$ cat src/rtl/if_stage_pkg.sv
// Shared fetch-stage constants: next-PC select encodings, reset PC and IF/ID layout.
// Decode and hazard logic import the same encodings so the select field means one thing everywhere.
package if_stage_pkg;

  localparam logic [1:0] NPC_SEQ = 2'b00;
  localparam logic [1:0] NPC_BR  = 2'b01;
  localparam logic [1:0] NPC_J   = 2'b10;
  localparam logic [1:0] NPC_JR  = 2'b11;

  localparam logic [31:0] RESET_PC_DEF = 32'h0000_3000;

  typedef struct packed {
    logic [31:0] ir;
    logic [31:0] pc;
  } ifid_t;

endpackage

$ cat src/rtl/if_stage_npc.sv
// Combinational next-PC selection.
// Branch and jump targets are based on the D-stage PC, because of the delay slot.
module npc
  import if_stage_pkg::*;
(
  input  logic [1:0]  npc_op,
  input  logic        br,
  input  logic [31:0] pc_f,
  input  logic [31:0] pc_d,
  input  logic [15:0] imm16,
  input  logic [25:0] index26,
  input  logic [31:0] rs_fwd,
  output logic [31:0] pc_next
);

  logic [31:0] br_off;

  assign br_off = {{14{imm16[15]}}, imm16, 2'b00};

  always_comb begin
    pc_next = pc_f + 32'd4;
    case (npc_op)
      NPC_BR:  if (br) pc_next = pc_d + 32'd4 + br_off;
      NPC_J:   pc_next = {pc_d[31:28], index26, 2'b00};
      NPC_JR:  pc_next = {rs_fwd[31:2], 2'b00};
      default: pc_next = pc_f + 32'd4;
    endcase
  end

endmodule

$ cat src/rtl/if_stage.sv
// Instruction fetch stage: fetch PC register, IF/ID pipeline register and sticky jr-misalignment flag.
// A redirect never flushes IF/ID; the instruction already being fetched is the delay slot.
module if_stage
  import if_stage_pkg::*;
#(
  parameter logic [31:0] RESET_PC = RESET_PC_DEF
) (
  input  logic        clk,
  input  logic        reset,
  input  logic        stall,
  input  logic [1:0]  npc_op,
  input  logic        br,
  input  logic [15:0] imm16,
  input  logic [25:0] index26,
  input  logic [31:0] rs_fwd,
  input  logic [31:0] im_instr,
  output logic [31:0] pc_f,
  output logic [31:0] ir_d,
  output logic [31:0] pc_d,
  output logic [31:0] pc8_d,
  output logic        misalign_err
);

  ifid_t       ifid;
  logic [31:0] pc_next;
  logic        jr_misalign;

  npc u_npc (
    .npc_op  (npc_op),
    .br      (br),
    .pc_f    (pc_f),
    .pc_d    (pc_d),
    .imm16   (imm16),
    .index26 (index26),
    .rs_fwd  (rs_fwd),
    .pc_next (pc_next)
  );

  assign jr_misalign = (npc_op == NPC_JR) && (rs_fwd[1:0] != 2'b00);

  always_ff @(posedge clk) begin
    if (reset) begin
      pc_f         <= RESET_PC;
      ifid         <= '{ir: 32'h0, pc: RESET_PC};
      misalign_err <= 1'b0;
    end else if (!stall) begin
      pc_f    <= pc_next;
      ifid.ir <= im_instr;
      ifid.pc <= pc_f;
      if (jr_misalign) misalign_err <= 1'b1;
    end
  end

  assign ir_d  = ifid.ir;
  assign pc_d  = ifid.pc;
  assign pc8_d = ifid.pc + 32'd8;

endmodule
$ cat config.mk
export PLATFORM = sky130hd
export DESIGN_NAME = if_stage
export DESIGN_NICKNAME = d
export VERILOG_FILES = /design/src/rtl/if_stage_pkg.sv /design/src/rtl/if_stage_npc.sv /design/src/rtl/if_stage.sv
export SDC_FILE = /design/constraint.sdc
export NUM_CORES = 1
export LEC_CHECK = 0
export BUFFER_PORTS_ARGS = -buffer_cell sky130_fd_sc_hd__buf_2
export CAP_MARGIN = 20
export CORE_MARGIN = 2
export CORE_UTILIZATION = 41
export CTS_CLUSTER_SIZE = 10
export DETAILED_ROUTE_END_ITERATION = 10
export PLACE_DENSITY_LB_ADDON = 0.08
export SYNTH_ARGS = -nofsm -noshare
export SYNTH_HDL_FRONTEND = slang
export SYNTH_HIERARCHICAL = 1
export SYNTH_SLANG_ARGS = --single-unit
$ cat constraint.sdc
create_clock -name clk -period 7.8 [get_ports clk]
set_input_delay 1.95 -clock clk [delete_from_list [all_inputs] [get_ports clk]]
set_output_delay 1.95 -clock clk [all_outputs]
set_load 0.02 [all_outputs]
==> flow_summary.ini <==
[drt]
drt_iter0_markers = 514
first_pass_iters = 5
num_vias = 7883
route.detailed.drc = 0
via_per_inst = 5.61
wl_per_cell_um = 18.3
drtAntennaViolNets = 0
wirelength_um = 25700

[logic_synthesis]
synth_area_mm2 = 0.00783
async_flop_share_pct = 0
ys_seq_area_share_pct = 24.8
synth-main-ff-cell = dfxtp_1
syn_area_per_cell_um2 = 8.15
syn_inst = 961
synth_nets = 1133
synth_edf_count = 0
synth-seq-cells = 97
yosys_warnings = 6
ys_types = 64

[grt]
antenna_found_initial = 3
grt_pass1_vias = 7269
grt_usage_pct = 25.2
grt-ovfl-total = 0
grt_max_degree = 98
grt_pass1_wl_um = 40200

[min_path]
min_path_cells = 2
min_path_type = reg -> reg
hold_start = ir_d[7]
holdPathEnd = ir_d[7]

[sta]
timing_hold_violations_final = 0
timing.final.crit_share_pct = 59.0
clock_skew_ns = 0.00672
worstMarginPinSlew_ns = 1.09
finalCriticalPeriod_ns = 4.60
fin_tns_setup_ns = 0
setup_violations = 0
slew_violations = 0
worst_slew_margin_rel_pct = 27.0
timing.fmax_mhz = 217
rsz0062_at_grt = false

[cts]
clk_latency_ns = 0.35
h-tree-depth = 3
cts_made_buffers = 9
cts_tree = yes
cts_hold_buffers = 0
cts_resized = 0
cts-root-buf = clkbuf_16
clk_pin_slew_worst_paths_ns = 0.08
cts.sinks = 97
clockBufferDepth = 2
post_cts_buffers = 0

[die]
coreArea_mm2 = 0.0187
design.die.area_mm2 = 0.0202
io_pins = 241
start_util_pct = 41.9
rows = 50
die_w_um = 142
fp.dieH_um = 142

[finish]
fin_cells = 1405
final_common_cell = buf_2
drive_gt1_share_pct = 25.1
fin_nets = 1337
area.growth.synth_to_final_pct = 20.6
fillers = 1872
final_cell_mix = 238 x buf_2, 153 x nor2_1, 97 x dfxtp_1

[power_and_ir_drop]
p_leak_nw = 4.59
ir_worst_vdd_mv = 0.126
power_density_mw_per_mm2 = 149

[place]
dp_hpwl_um = 19300
globalplace.congestion = 0.894
portBuffers = 240
dp.cells = 1388

[critical_path]
path_max_fanout = 7
path_class = reg -> out
arrival_ns = 2.65
endpoint_kind = primary output
r2r_cells = 13
r2r_setup_slack_ns = 4.56
worstPathRequired_ns = 5.85
rr_startpoint = pc_d[3]
start_kind = register
r2r-end = pc_f[31]

[job]
cap_violations = 0

[outcome]
outcome = completed
stage by stage:
step	util (%)	cell area (um^2)	worst slack (ns)	power, W	hold WS [ns]
6_report	50.5	9450	3.20	0.00141	0.496
5_1_grt	50.5	9450	2.94	0.00148	0.523
4_1_cts	50.5	9450	3.17	0.00142	0.503
3_5_place_dp	48.9	9150	2.86	0.000966	0.483
3_3_place_gp	48.9	9150	2.95	0.000965	0.470
2_1_floorplan	-	7830	3.43	0.000832	0.555
how the worst max path moves through the flow:
stage                     startpoint   endpoint  cells after the start
final                        pc_d[3]  pc8_d[23]                      6
after global routing         pc_d[3]  pc8_d[25]                      6
after CTS                    pc_d[3]  pc8_d[23]                      6
after detailed placement   imm16[15]   pc_f[31]                     12
after global placement     imm16[15]   pc_f[31]                     12
after floorplan             imm16[1]   pc_f[25]                     13
final cells by class:
type	count	area, um^2	share of cell area [%]
Tap cell	234	293	3.10
Inverter	25	93.8	0.993
Clock inverter	7	66.3	0.702
Clock buffer	9	225	2.38
Antenna cell	1	2.50	0.0265
Multi-Input combinational cell	786	5570	59.0
Sequential cell	97	1940	20.6
Timing Repair Buffer	246	1250	13.2
sequential cells by signal (all words and copies together), names as in the netlist:
name and flops:
ir_d 32, pc_d 32, pc_f 32, misalign_err 1
routing by layer:
metal | vias up | GRT usage, % | wire length [um]
met5 | - | 0 | 11
met4 | 2 | 7.79 | 524
met3 | 31 | 4.54 | 1610
met2 | 262 | 39.9 | 11600
met1 | 3706 | 35.0 | 12000
li1 | 3882 | - | -
cells in the mapped netlist (6+ instances only):
cell	instances	area [um^2]
nor2_1	153	574
dfxtp_1	97	1940
mux2i_1	96	961
nand2_1	72	270
ha_1	59	738
a21oi_1	46	230
o21ai_0	46	230
xnor2_1	41	359
clkbuf_1	35	131
xor2_1	34	298
nand3_1	28	140
inv_1	25	93.8
nand4_1	20	125
o21a_1	14	105
o211ai_1	13	97.6
nor3_1	12	60.1
a21o_1	11	82.6
nor2b_1	10	62.6
and3_1	9	56.3
buf_2	9	45.0
mux4_2	8	180
nand2b_1	8	50.1
o31ai_1	8	60.1
a211oi_1	7	52.6
nor4_1	7	43.8
o221ai_1	7	61.3
a221oi_1	6	52.6
buf_1	6	22.5
where the power goes:
group          total, W  internal, W  leakage [nW]  switching, W
Clock          0.000448     0.000223         0.140      0.000225
Combinational  0.000388     0.000160          3.66      0.000228
Sequential     0.000570     0.000523         0.795     0.0000470
Total           0.00141     0.000906          4.59      0.000500
critical path, stage by stage, from the launching register on:
cell,delay (ns)
dfxtp_1,0.49
ha_1,0.24
nand3_1,0.48
nor3_1,0.57
nand4_1,0.18
xnor2_1,0.16
buf_2,0.18
kinds of logic (layout without fill, tap and decap cells):
family                   after synthesis  after routing  share of synthesized area, %
multiplexers                         107            107                          15.0
adder cells (fa/ha/maj)               60             60                          9.68
flip-flops                            97             97                          24.8
buffers and inverters                 78            287                          4.03
XOR/XNOR                              75             75                          8.39
AO/OA/AOI/OAI                        194            194                          16.4
other                                  0              1                             0
AND/OR/NAND/NOR                      350            350                          21.7
Power figures use the tool's default switching activity.
